$ cat src/rtl/cp0_timer_bank.sv
// cp0_timer_bank: free-running Count with prescaler plus NUM_CMP Compare
// channels, each with a sticky interrupt-pending bit for Cause.IP merging.
// Ports:
//   clk, rst       clock, synchronous active-high reset
//   count_en       Count/prescaler advance enable (inverse of Cause.DC)
//   we/waddr/wdata register write (0 = Count, k+1 = Compare[k])
//   raddr/rdata    combinational read port (no write bypass)
//   irq            per-channel pending bits (registered)
//   irq_any        OR of pending bits (registered)
//   irq_lowest     index of lowest pending bit, 0 when none (registered)
module cp0_timer_bank #(
  parameter int unsigned COUNT_W     = 32,
  parameter int unsigned NUM_CMP     = 2,
  parameter int unsigned DIV         = 2,
  parameter int unsigned ZERO_DISARM = 1,
  parameter int unsigned ADDR_W      = $clog2(NUM_CMP + 2)
) (
  input  logic               clk,
  input  logic               rst,
  input  logic               count_en,
  input  logic               we,
  input  logic [ADDR_W-1:0]  waddr,
  input  logic [COUNT_W-1:0] wdata,
  input  logic [ADDR_W-1:0]  raddr,
  output logic [COUNT_W-1:0] rdata,
  output logic [NUM_CMP-1:0] irq,
  output logic               irq_any,
  output logic [2:0]         irq_lowest
);

  localparam int unsigned PRE_W    = (DIV > 1) ? $clog2(DIV) : 1;
  localparam int unsigned IRQ_ADDR = NUM_CMP + 1;

  logic [PRE_W-1:0]   pre_q;
  logic [COUNT_W-1:0] count_q;
  logic [COUNT_W-1:0] cmp_q [NUM_CMP];

  logic               tick_c;
  logic               count_we_c;
  logic [NUM_CMP-1:0] cmp_we_c;
  logic [NUM_CMP-1:0] match_c;
  logic [NUM_CMP-1:0] irq_nxt_c;
  logic [2:0]         lowest_c;

  // Prescaler terminal count; with DIV = 1 every enabled cycle ticks.
  always_comb begin
    tick_c = 1'b0;
    if (DIV == 1) begin
      tick_c = count_en;
    end else begin
      tick_c = count_en && (pre_q == PRE_W'(DIV - 1));
    end
  end

  // Write decode, match detection and next-state pending bits.
  always_comb begin
    count_we_c = we && (waddr == '0);
    cmp_we_c   = '0;
    match_c    = '0;
    irq_nxt_c  = '0;
    for (int unsigned k = 0; k < NUM_CMP; k++) begin
      cmp_we_c[k]  = we && (waddr == ADDR_W'(k + 1));
      match_c[k]   = (count_q == cmp_q[k]) &&
                     ((ZERO_DISARM == 0) || (cmp_q[k] != '0));
      // Compare write clears the pending bit and beats a same-cycle match.
      irq_nxt_c[k] = cmp_we_c[k] ? 1'b0 : (irq[k] | match_c[k]);
    end
  end

  // Lowest set pending bit of the next-state vector.
  always_comb begin
    lowest_c = 3'd0;
    for (int k = int'(NUM_CMP) - 1; k >= 0; k--) begin
      if (irq_nxt_c[k]) begin
        lowest_c = 3'(k);
      end
    end
  end

  // Prescaler and Count; a Count write restarts the prescaler and wins over a tick.
  always_ff @(posedge clk) begin
    if (rst) begin
      pre_q   <= '0;
      count_q <= '0;
    end else if (count_we_c) begin
      pre_q   <= '0;
      count_q <= wdata;
    end else if (count_en) begin
      pre_q <= (DIV == 1 || tick_c) ? '0 : pre_q + PRE_W'(1);
      if (tick_c) begin
        count_q <= count_q + COUNT_W'(1);
      end
    end
  end

  // Compare registers and interrupt state.
  always_ff @(posedge clk) begin
    if (rst) begin
      for (int unsigned k = 0; k < NUM_CMP; k++) begin
        cmp_q[k] <= '0;
      end
      irq        <= '0;
      irq_any    <= 1'b0;
      irq_lowest <= 3'd0;
    end else begin
      for (int unsigned k = 0; k < NUM_CMP; k++) begin
        if (cmp_we_c[k]) begin
          cmp_q[k] <= wdata;
        end
      end
      irq        <= irq_nxt_c;
      irq_any    <= |irq_nxt_c;
      irq_lowest <= lowest_c;
    end
  end

  // Combinational read port showing registered (pre-write) contents.
  always_comb begin
    rdata = '0;
    if (raddr == '0) begin
      rdata = count_q;
    end else if (raddr == ADDR_W'(IRQ_ADDR)) begin
      rdata = COUNT_W'(irq);
    end else begin
      for (int unsigned k = 0; k < NUM_CMP; k++) begin
        if (raddr == ADDR_W'(k + 1)) begin
          rdata = cmp_q[k];
        end
      end
    end
  end

endmodule

$ cat config.mk
export PLATFORM = sky130hd
export DESIGN_NAME = cp0_timer_bank
export DESIGN_NICKNAME = d
export VERILOG_FILES = /design/src/rtl/cp0_timer_bank.sv
export SDC_FILE = /design/constraint.sdc
export NUM_CORES = 1
export LEC_CHECK = 0
export ABC_AREA = 1
export CAP_MARGIN = 5
export CORE_MARGIN = 4
export CORE_UTILIZATION = 31
export CTS_BUF_LIST = sky130_fd_sc_hd__clkbuf_4
export DETAILED_ROUTE_END_ITERATION = 7
export SYNTH_ARGS = -nofsm -noshare
export SYNTH_HDL_FRONTEND = slang
export SYNTH_SLANG_ARGS = --single-unit
$ cat constraint.sdc
create_clock -name clk -period 2.2 [get_ports clk]
set_input_delay 0.33 -clock clk [delete_from_list [all_inputs] [get_ports clk]]
set_output_delay 0.33 -clock clk [all_outputs]
set_load 0.05 [all_outputs]
Word-level counts from Yosys, hierarchy flattened --
Memories as Yosys holds them, arrays and structs flattened. Cells that the tools add are included.
Word-level totals: memories kept 1, input bits 40, memory bits (writable) 64, register bits after elaboration 39, logic and storage cells 56
Memories:
- cmp_q | words 2, width 32, rd ports 2, clocked after Yosys merged registers in 0, wr ports 2, line 36 | logic [COUNT_W-1:0] cmp_q [NUM_CMP];
Operators by class: reduce and logical (&&, ||, !) cells 16, add/subtract/negate cells 2, equal/unequal tests 7, multiplexer cells 21, bitwise logic cells 4
Operator list (count):
- $mux 32 | 9
- $eq 32x32->1 | 2
- $reduce_bool 32->1 | 2
- $add 32x1->32 const B | 1
- $mux 1 | 12
- $eq 2x2->1 const B | 3
- $logic_and 1x1->1 | 6
- $reduce_or 2->1 | 3
- $eq 2x1->1 const B | 2
- $logic_not 2->1 | 2
- $or 1x1->1 | 4
- $reduce_bool 2->1 | 2
- $reduce_and 2->1 | 1
- $add 1x1->1 const B | 1

Longest topological paths before layout --
Gate-level depths: netlist of run 1.
word-level depth 6, depth in mapped cells 12, gate-level depth less buffers 11

Worst setup path before layout of run 1 --
No wires, ideal clock.
path type input -> output, from input port raddr[0], to output port rdata[0], stages on the path 4, slack 267 ps, arrival 1603 ps, path buffers 1, path through inv_1 -> nand2_1 -> clkbuf_1 -> o2111ai_1
Between the ends: word-level cells in the longest chain between the ends 5
Ends and longest elaborated chain:
- start: declaration | line 24 | input logic [ADDR_W-1:0] raddr,
- $eq 2x1->1 | line 126 | if (raddr == ADDR_W'(k + 1)) begin
- $mux 32 (2 in series) | line 126
- $mux 32 | line 122 | end else if (raddr == ADDR_W'(IRQ_ADDR)) begin
- $mux 32 * | line 120 | if (raddr == '0) begin
- end: declaration | line 25 | output logic [COUNT_W-1:0] rdata,
Mark *: on every way between the ends. The rest lies on a longest branch, timed or not.

Worst setup path in the final report of run 1 --
from input port raddr[0], to output port rdata[12]
Same word-level chain as after synthesis.

==> results of run 1 <==
## flip-flops by register name, summed over array words and instances (netlist names)
name / count
cmp_q: 64
count_q: 32
irq: 2
irq_any: 1
irq_lowest: 1
pre_q: 1
## where the power goes
| part | switching [mW] | internal (mW) |
|---|---|---|
| sequential | 0.135 | 2.15 |
| combinational | 0.639 | 0.487 |
| clock | 0.630 | 0.366 |
## cells in the final DEF (no fill, tap or decap), types with 4 or more instances in the layout
master and count:
a21oi_1 21, a31oi_1 9, buf_12 39, buf_4 16, clkbuf_4 11, clkdlybuf4s50_1 42, dfxtp_1 37, edfxtp_1 64
inv_1 126, inv_2 8, nand2_1 260, nand2_2 8, nand2_4 4, nand3_1 28, nand4_1 7, nor2_1 89
nor2_2 8, nor2_4 4, nor3_1 23, nor3_2 4, o211ai_1 9, o21ai_0 9, o221ai_1 12, o22ai_1 19
xnor2_1 42, xor2_1 17
## stage by stage
step                instances   util  power (mW)
floorplan                 883      -        2.94
global placement         1202  0.387        3.44
detailed placement       1202  0.387        3.45
CTS                      1218  0.394        4.43
global route             1219  0.395        4.60
finish                   1219  0.395        4.40
## synthesized netlist by cell type (2+ instances only)
cell type,instances
o21ai_0,9
nor3_1,23
nand2_2,8
nor2_4,4
xnor2_1,42
a21oi_2,3
edfxtp_1,64
nor2_1,90
xor2_1,17
inv_1,126
o211ai_1,9
nand3_1,28
nand3_2,2
clkbuf_1,11
nand2_4,4
o221ai_1,15
nand4_1,7
a31oi_1,9
inv_2,8
dfxtp_1,37
a21oi_1,21
nor3_2,4
nand2_1,260
buf_4,21
nor3_4,2
nor2_2,7
buf_2,15
o22ai_1,19
## layout make-up
| type | count | area [um^2] |
|---|---|---|
| fill | 2139 | 12400 |
| inverter | 137 | 518 |
| sequential | 101 | 2660 |
| multi-input combinational | 596 | 3130 |
| timing repair buffer | 98 | 1330 |
| clock buffer | 11 | 82.6 |
| antenna | 1 | 2.50 |
| clock inverter | 5 | 51.3 |
| tap | 270 | 338 |
## logic make-up (layout without fill, tap and decap cells)
logic type                 after synthesis  count (layout)  synth area share
xor gates and xnor gates                60              60            0.0812
buffers and inverters                  186             251             0.123
and+or+nand+nor                        444             444             0.299
other                                    1               3          0.000571
AOI/OAI and AO/OA                       89              89            0.0884
adders and majority gates                1               1           0.00190
DFF                                    101             101             0.405
## metal layers
layer | track usage | up-vias | share of wire
li1 | - | 2909 | -
met1 | 0.223 | 2650 | 0.48
met2 | 0.256 | 127 | 0.46
met3 | 0.0216 | 25 | 0.044
met4 | 0.0534 | 0 | 0.021
met5 | 0 | - | 0
## critical path: stages
cell	delay [ps]
clkdlybuf4s50_1	470
inv_1	50
nor2_1	130
inv_1	70
buf_4	200
o211ai_1	340
buf_12	190
## worst min path at each step
stage,cells after the start,endpoint,slack (ps)
global placement,2,pre_q,470
floorplan,2,pre_q,450
CTS,3,count_q[4],440
finish,3,count_q[4],460
detailed placement,2,pre_q,490
global route,3,count_q[4],480
==> results.sh, run 1 <==
export IMPL_leakage_nw=3.32
export IMPL_synth_ff_type="edfxtp_1"
export IMPL_via_count=5711
export IMPL_drive_above_1_share=0.131
export IMPL_hold_viol=0
export IMPL_cts_resized=0
export IMPL_synth_distinct_cells=45
export IMPL_timing_hold_ws_ps=459
export IMPL_r2r_end="count_q[26]"
export IMPL_reg2reg_depth=9
export IMPL_setup_ws_ps=69.8
export IMPL_cp_endpoint="rdata[12]"
export IMPL_fmax_ghz=0.469
export IMPL_crit_path_max_fanout=12
export IMPL_grt_max_degree=33
export IMPL_io_buffers=75
export IMPL_clock_latency_ps=490
export IMPL_worst_setup_path_start_kind="input pin"
export IMPL_avgSynthCellArea_um2=7.45
export IMPL_yosysTopAreaCellShare=0.293
export IMPL_relSlewSlack=0.662
export IMPL_grt_pass1_vias=5667
export IMPL_grt_ovfl_total=0
export IMPL_final_area_um2=8110
export IMPL_synth_area_leaders="edfxtp_1 (29%), nand2_1 (15%), dfxtp_1 (11%)"
export IMPL_ys_seq_elements=101
export IMPL_skew_ps=10.5
export IMPL_outcome="finished, final reports clean"
export IMPL_ant_nets=0
export IMPL_core_um2=20600
export IMPL_postCtsSetupBuffers=0
export IMPL_fin_nets=984
export IMPL_hold_buffers=0
export IMPL_drt_initial_drc_count=400
export IMPL_place_congestion=0.878
export IMPL_die_height_um=154
export IMPL_hpwl_um=14600
export IMPL_fin_crit_ps=2130
export IMPL_powerDensity_nw_per_um2=543
export IMPL_dieArea_um2=23600
export IMPL_area_growth_synth_to_final_pct=23.5
export IMPL_post_place_ws_ps=69.9
export IMPL_route_detailed_vias_per_inst=4.68
export IMPL_worst_setup_path_end_kind="output pin"
export IMPL_chipWidth_um=154
export IMPL_htree_levels=3
export IMPL_startpoint="raddr[0]"
export IMPL_hold_start="wdata[4]"
export IMPL_ios=78
export IMPL_fin_setup_tns_ps=0
export IMPL_required_ps=1870
export IMPL_placed_cell_area_um2=7960
export IMPL_cts_sink_count=101
export IMPL_peakVddDrop_mv=0.213
export IMPL_synth_area_um2=6570
export IMPL_rows=52
export IMPL_routed_wl_um=18800
export IMPL_max_cap_viol_count=0
export IMPL_slew_violations=0
export IMPL_drc=0
export IMPL_cts_buffer_depth=2
export IMPL_ys_async_sr_fraction=0
export IMPL_synth_edf_count=64
export IMPL_initial_core_util=0.319
export IMPL_max_slew_worst_pin_slew_ps=506
export IMPL_yosys_area_top_type="edfxtp_1"
export IMPL_cts_tree="done"
export IMPL_grt_setup_unrepaired="no"
export IMPL_cts_buffers=9
export IMPL_syn_inst=882
export IMPL_r2r_start="count_q[1]"
export IMPL_path_clk_slew_ps=140
export IMPL_grt_first_pass_wirelength_um=30100
export IMPL_grt_usage=0.160
export IMPL_root_buffer="clkbuf_4"
export IMPL_min_period_over_period=0.968
export IMPL_finalSetupViolCount=0
export IMPL_hold_path_class="input pin to register"
export IMPL_r2r_setup_slack_ps=330
export IMPL_critical_path_arrival_ps=1800
export IMPL_drt_first_pass_iters=5
export IMPL_yosys_warnings=0
export IMPL_yosysSeqAreaShare=0.405
export IMPL_path_class="input pin to output pin"
export IMPL_wl_per_cell_um=15.4
export IMPL_antenna_found_initial=1
Note: power is estimated with default switching activity, not from simulation.
==> run 2: changes to the inputs <==
--- a/config.mk
+++ b/config.mk
@@ -9,7 +9,6 @@
 export CAP_MARGIN = 5
 export CORE_MARGIN = 4
 export CORE_UTILIZATION = 31
-export CTS_BUF_LIST = sky130_fd_sc_hd__clkbuf_4
 export DETAILED_ROUTE_END_ITERATION = 7
 export SYNTH_ARGS = -nofsm -noshare
 export SYNTH_HDL_FRONTEND = slang
==> run 2 against run 1 <==
  * Die area unchanged
  * Critical path type unchanged
  * First-iteration DRC count fell by 11%
  * Flip-flop and latch count unchanged
  * Critical path depth did not move
  * Global-route usage about the same
  * Final cell count barely moved
  * Worst hold slack improved by 47 ps
  * Clock skew fell by 4.6 ps
==> results.sh, run 2 (synthesis results as in run 1) <==
export IMPL_hold_viol=0
export IMPL_top_register="cmp_q"
export IMPL_slew_violations=0
export IMPL_peakVddDrop_mv=0.393
export IMPL_final_common_cell="nand2_1"
export IMPL_worst_setup_path_end_kind="output pin"
export IMPL_min_period_over_period=0.973
export IMPL_fin_nets=984
export IMPL_r2r_end="count_q[26]"
export IMPL_ios=78
export IMPL_cts_sink_count=101
export IMPL_path_class="input pin to output pin"
export IMPL_ant_nets=0
export IMPL_fin_setup_tns_ps=0
export IMPL_cts_buffer_depth=2
export IMPL_cts_buffers=9
export IMPL_path_clk_slew_ps=70
export IMPL_leakage_nw=3.38
export IMPL_antennaDiodeCount=0
export IMPL_fin_crit_ps=2140
export IMPL_skew_ps=5.85
export IMPL_grt_ovfl_total=0
export IMPL_relSlewSlack=0.662
export IMPL_postCtsSetupBuffers=0
export IMPL_grt_setup_unrepaired="no"
export IMPL_via_count=5736
export IMPL_outcome="finished, final reports clean"
export IMPL_grt_usage=0.160
export IMPL_hold_buffers=0
export IMPL_cp_endpoint="rdata[12]"
export IMPL_crit_family="buffers and inverters"
export IMPL_max_cap_viol_count=0
export IMPL_grt_first_pass_wirelength_um=30100
export IMPL_r2r_start="count_q[1]"
export IMPL_routed_wl_um=19000
export IMPL_drt_initial_drc_count=358
export IMPL_hpwl_um=14600
export IMPL_r2r_setup_slack_ps=330
export IMPL_chipWidth_um=154
export IMPL_die_height_um=154
export IMPL_powerDensity_nw_per_um2=604
export IMPL_area_growth_synth_to_final_pct=25.8
export IMPL_drc=0
export IMPL_slowest_delay_ps=480
export IMPL_timing_hold_ws_ps=506
export IMPL_clock_latency_ps=360
export IMPL_cts_tree="done"
export IMPL_place_congestion=0.878
export IMPL_cp_num_buf_inv=5
export IMPL_required_ps=1870
export IMPL_htree_levels=3
export IMPL_initial_core_util=0.319
export IMPL_crit_chain="clkdlybuf4s50_1, inv_1, nor2_1, inv_1, buf_4, o211ai_1, buf_12"
export IMPL_drt_first_pass_iters=6
export IMPL_stdcell_count=1218
export IMPL_placed_cells=1202
export IMPL_drive_above_1_share=0.129
export IMPL_rows=52
export IMPL_cp_num_cells=7
export IMPL_worst_setup_path_start_kind="input pin"
export IMPL_grt_pass1_vias=5683
export IMPL_finalSetupViolCount=0
export IMPL_largest_reg_flops=64
export IMPL_wl_per_cell_um=15.6
export IMPL_critical_path_arrival_ps=1810
export IMPL_core_um2=20600
export IMPL_setup_ws_ps=60.0
export IMPL_max_slew_worst_pin_slew_ps=506
export IMPL_grt_max_degree=33
export IMPL_critical_path_slowest_cell="clkdlybuf4s50_1"
export IMPL_fmax_ghz=0.467
export IMPL_root_buffer="clkbuf_16"
export IMPL_crit_path_max_fanout=12
export IMPL_startpoint="raddr[0]"
export IMPL_route_detailed_vias_per_inst=4.71
export IMPL_hold_path_class="register to register"
export IMPL_final_cell_mix="nand2_1 (260), inv_1 (126), nor2_1 (89)"
export IMPL_io_buffers=75
export IMPL_path_common_cell="inv_1"
export IMPL_post_place_ws_ps=69.9
export IMPL_fillers=2115
export IMPL_dieArea_um2=23600
export IMPL_reg2reg_depth=9
export IMPL_reg_largest_list="cmp_q: 64 flops, count_q: 32 flops, irq: 2 flops"
export IMPL_antenna_found_initial=0
-- run 2: cell types whose count changed in the layout (fill, tap and decap cells not counted) --
cell | previous run | this run
clkbuf_4 | 11 | 0
diode_2 | 1 | 0
clkbuf_16 | 0 | 9
clkbuf_1 | 0 | 2
-- run 2: worst min-delay path by stage --
stage                     slack (ps)     to  cells past startpoint  startpoint
after detailed placement         490  pre_q                      2       pre_q
after global placement           470  pre_q                      2       pre_q
after CTS                        500  pre_q                      2       pre_q
final                            510  pre_q                      2       pre_q
after global routing             530  pre_q                      2       pre_q
after floorplan                  450  pre_q                      2       pre_q
-- run 2: metal layers --
metal  up-vias  wire, um  track usage
met4         0       392       0.0509
met5         -         0            0
li1       2909         -            -
met1      2633      9020        0.223
met2       168      8590        0.259
met3        26       980       0.0208
-- run 2: timing repair --
item / in CTS / in global routing
endpoints found under the hold margin: 0 / 0
resized for setup: 0 / 4
setup endpoints to repair: 0 / 6
-- run 2: area by class of cell --
cell class                      count  area [um^2]  share of cell area
Clock inverter                      5         51.3             0.00621
Sequential cell                   101         2660               0.322
Timing Repair Buffer               98         1330               0.161
Clock buffer                       11          233              0.0282
Inverter                          137          518              0.0627
Multi-Input combinational cell    596         3130               0.378
Tap cell                          270          338              0.0409
-- run 2: stage by stage --
step	total power, mW	cell area [um^2]	util
finish	4.99	8260	0.402
global route	5.18	8260	0.402
CTS	5.01	8240	0.401
global placement	3.44	7960	0.387
detailed placement	3.45	7960	0.387
floorplan	2.94	6570	-
-- run 2: power by group --
| part | switching, mW | leakage (nW) | internal [mW] | total [mW] |
|---|---|---|---|---|
| combinational | 0.642 | 2.31 | 0.487 | 1.13 |
| clock | 0.702 | 0.139 | 0.876 | 1.58 |
| sequential | 0.136 | 0.931 | 2.15 | 2.28 |
| total | 1.48 | 3.38 | 3.51 | 4.99 |
-- run 2: worst reg2reg max path, delay by kind of cell, from the launching register on --
kind	cells	cell delay (ps)
flops	1	480
simple gates	6	730
compound gates	1	120
xor+xnor	1	160
fa+ha+maj	1	270
==> run 3: changes to the inputs <==
--- a/config.mk
+++ b/config.mk
@@ -9,7 +9,9 @@
 export CAP_MARGIN = 5
 export CORE_MARGIN = 4
 export CORE_UTILIZATION = 31
+export CTS_BUF_LIST = sky130_fd_sc_hd__clkbuf_2 sky130_fd_sc_hd__clkbuf_4 sky130_fd_sc_hd__clkbuf_8
 export DETAILED_ROUTE_END_ITERATION = 7
+export SETUP_SLACK_MARGIN = 0.02
 export SYNTH_ARGS = -nofsm -noshare
 export SYNTH_HDL_FRONTEND = slang
 export SYNTH_SLANG_ARGS = --single-unit
==> run 3 against run 2 <==
  * Routed wire length is 0.21% lower
  * Final area down 0.97%
  * Register-to-register slack barely moved
  * Clock power decreased by 24%
  * Total power is 7.6% lower
  * First-iteration DRC count increased by 32%
  * Sequential power about the same
  * Sequential share of layout area increased by 0.32 points
  * Global-route usage barely moved
  * Worst hold slack lost 5.6 ps
==> results.sh, run 3 (synthesis results as in run 1) <==
export IMPL_outcome="finished, final reports clean"
export IMPL_root_buffer="clkbuf_8"
export IMPL_path_clk_slew_ps=90
export IMPL_grt_setup_unrepaired="yes"
export IMPL_slowest_delay_ps=470
export IMPL_power_total_mw=4.61
export IMPL_fmax_ghz=0.468
export IMPL_hold_end="pre_q"
export IMPL_hold_start="pre_q"
export IMPL_grt_max_degree=33
export IMPL_slew_violations=0
export IMPL_htree_levels=3
export IMPL_r2r_start="count_q[1]"
export IMPL_drt_initial_drc_count=472
export IMPL_grt_usage=0.160
export IMPL_cts_sink_count=101
export IMPL_powerDensity_nw_per_um2=564
export IMPL_hold_viol=0
export IMPL_fin_crit_ps=2140
export IMPL_relSlewSlack=0.662
export IMPL_max_cap_viol_count=0
export IMPL_top_register="cmp_q"
export IMPL_holdPathStages=2
export IMPL_fin_nets=984
export IMPL_skew_ps=5.32
export IMPL_route_detailed_vias_per_inst=4.70
export IMPL_crit_family="buffers and inverters"
export IMPL_grt_pass1_vias=5644
export IMPL_fin_setup_tns_ps=0
export IMPL_die_height_um=154
export IMPL_drive_above_1_share=0.133
export IMPL_r2r_setup_slack_ps=330
export IMPL_chipWidth_um=154
export IMPL_hold_path_class="register to register"
export IMPL_worst_setup_path_end_kind="output pin"
export IMPL_rows=52
export IMPL_initial_core_util=0.319
export IMPL_antennaDiodeCount=0
export IMPL_max_slew_worst_pin_slew_ps=506
export IMPL_largest_reg_flops=64
export IMPL_final_cell_mix="nand2_1 (260), inv_1 (126), nor2_1 (88)"
export IMPL_leakage_nw=3.35
export IMPL_final_common_cell="nand2_1"
export IMPL_final_area_um2=8180
export IMPL_peakVddDrop_mv=0.276
export IMPL_drt_first_pass_iters=5
export IMPL_reg2reg_depth=9
export IMPL_ios=78
export IMPL_crit_path_max_fanout=12
export IMPL_wl_per_cell_um=15.5
export IMPL_cp_num_cells=7
export IMPL_path_common_cell="inv_1"
export IMPL_via_count=5727
export IMPL_routed_wl_um=18900
export IMPL_path_class="input pin to output pin"
export IMPL_use_met2=0.258
export IMPL_io_buffers=75
export IMPL_grt_met3_usage=0.0202
export IMPL_area_growth_synth_to_final_pct=24.6
export IMPL_crit_chain="clkdlybuf4s50_1, inv_1, nor2_2, inv_1, buf_4, o211ai_1, clkbuf_16"
export IMPL_dieArea_um2=23600
export IMPL_reg_largest_list="cmp_q: 64 flops, count_q: 32 flops, irq: 2 flops"
export IMPL_use_met1=0.224
export IMPL_hold_buffers=0
export IMPL_cp_num_buf_inv=5
export IMPL_r2r_end="count_q[26]"
export IMPL_worst_setup_path_start_kind="input pin"
export IMPL_hpwl_um=14600
export IMPL_placed_cell_area_um2=7960
export IMPL_grt_ovfl_total=0
export IMPL_ant_nets=0
export IMPL_required_ps=1870
export IMPL_grt_first_pass_wirelength_um=30100
export IMPL_clock_latency_ps=390
export IMPL_cts_tree="done"
export IMPL_core_um2=20600
export IMPL_drc=0
export IMPL_stdcell_count=1218
export IMPL_grt_busiest_layer="met2"
export IMPL_critical_path_arrival_ps=1810
export IMPL_placed_cells=1202
export IMPL_cts_buffers=9
export IMPL_min_period_over_period=0.971
export IMPL_finalSetupViolCount=0
export IMPL_critical_path_slowest_cell="clkdlybuf4s50_1"
export IMPL_timing_hold_ws_ps=500
export IMPL_place_congestion=0.878
export IMPL_cts_buffer_depth=2
export IMPL_antenna_found_initial=0
[run 3: changes by cell type in the layout (fill, tap and decap cells not counted), sizes merged]
cell and delta:
buf -1, clkbuf +1
[run 3: worst reg2reg max path: cells and delay by family (launching register included)]
kind	cells	cell delay [ps]
simple gates	6	740
fa+ha+maj	1	270
flops	1	490
xor+xnor	1	160
compound gates	1	120
[run 3: stage by stage]
step                setup slack [ps]   util
floorplan                        267      -
global placement                60.3  0.387
detailed placement              69.9  0.387
CTS                             49.1  0.396
global route                    11.7  0.398
finish                          62.7  0.398
[run 3: cell type report]
cell class / instances / area (um^2)
clock buffers: 11 / 139
clock inverters: 5 / 51.3
flip-flops and latches: 101 / 2660
multi-input cells: 596 / 3130
inverters: 137 / 518
well taps: 270 / 338
fillers: 2129 / 12400
repair buffers: 98 / 1340
[run 3: routing by layer]
metal	vias to the layer above	share of wire	routed length (um)
li1	2902	-	-
met1	2639	0.46	8780
met2	163	0.46	8670
met3	23	0.060	1130
met4	0	0.019	362
met5	-	0	0
[run 3: worst max-delay path by stage]
stage,end,from
global placement,rdata[16],raddr[0]
global route,rdata[1],raddr[0]
finish,rdata[12],raddr[0]
floorplan,rdata[0],raddr[0]
CTS,rdata[14],raddr[1]
detailed placement,rdata[1],raddr[1]
[run 3: timing repair]
action                                 CTS  global route
gates resized for setup                  0             8
endpoints found under the hold margin    0             0
setup endpoints to repair                0             8
buffers inserted                         0             0
[run 3: where the power goes]
| group | leakage [nW] | switching [mW] | total (mW) | internal, mW |
|---|---|---|---|---|
| Sequential | 0.931 | 0.135 | 2.28 | 2.15 |
| Combinational | 2.32 | 0.643 | 1.13 | 0.489 |
| Clock | 0.0992 | 0.654 | 1.20 | 0.545 |
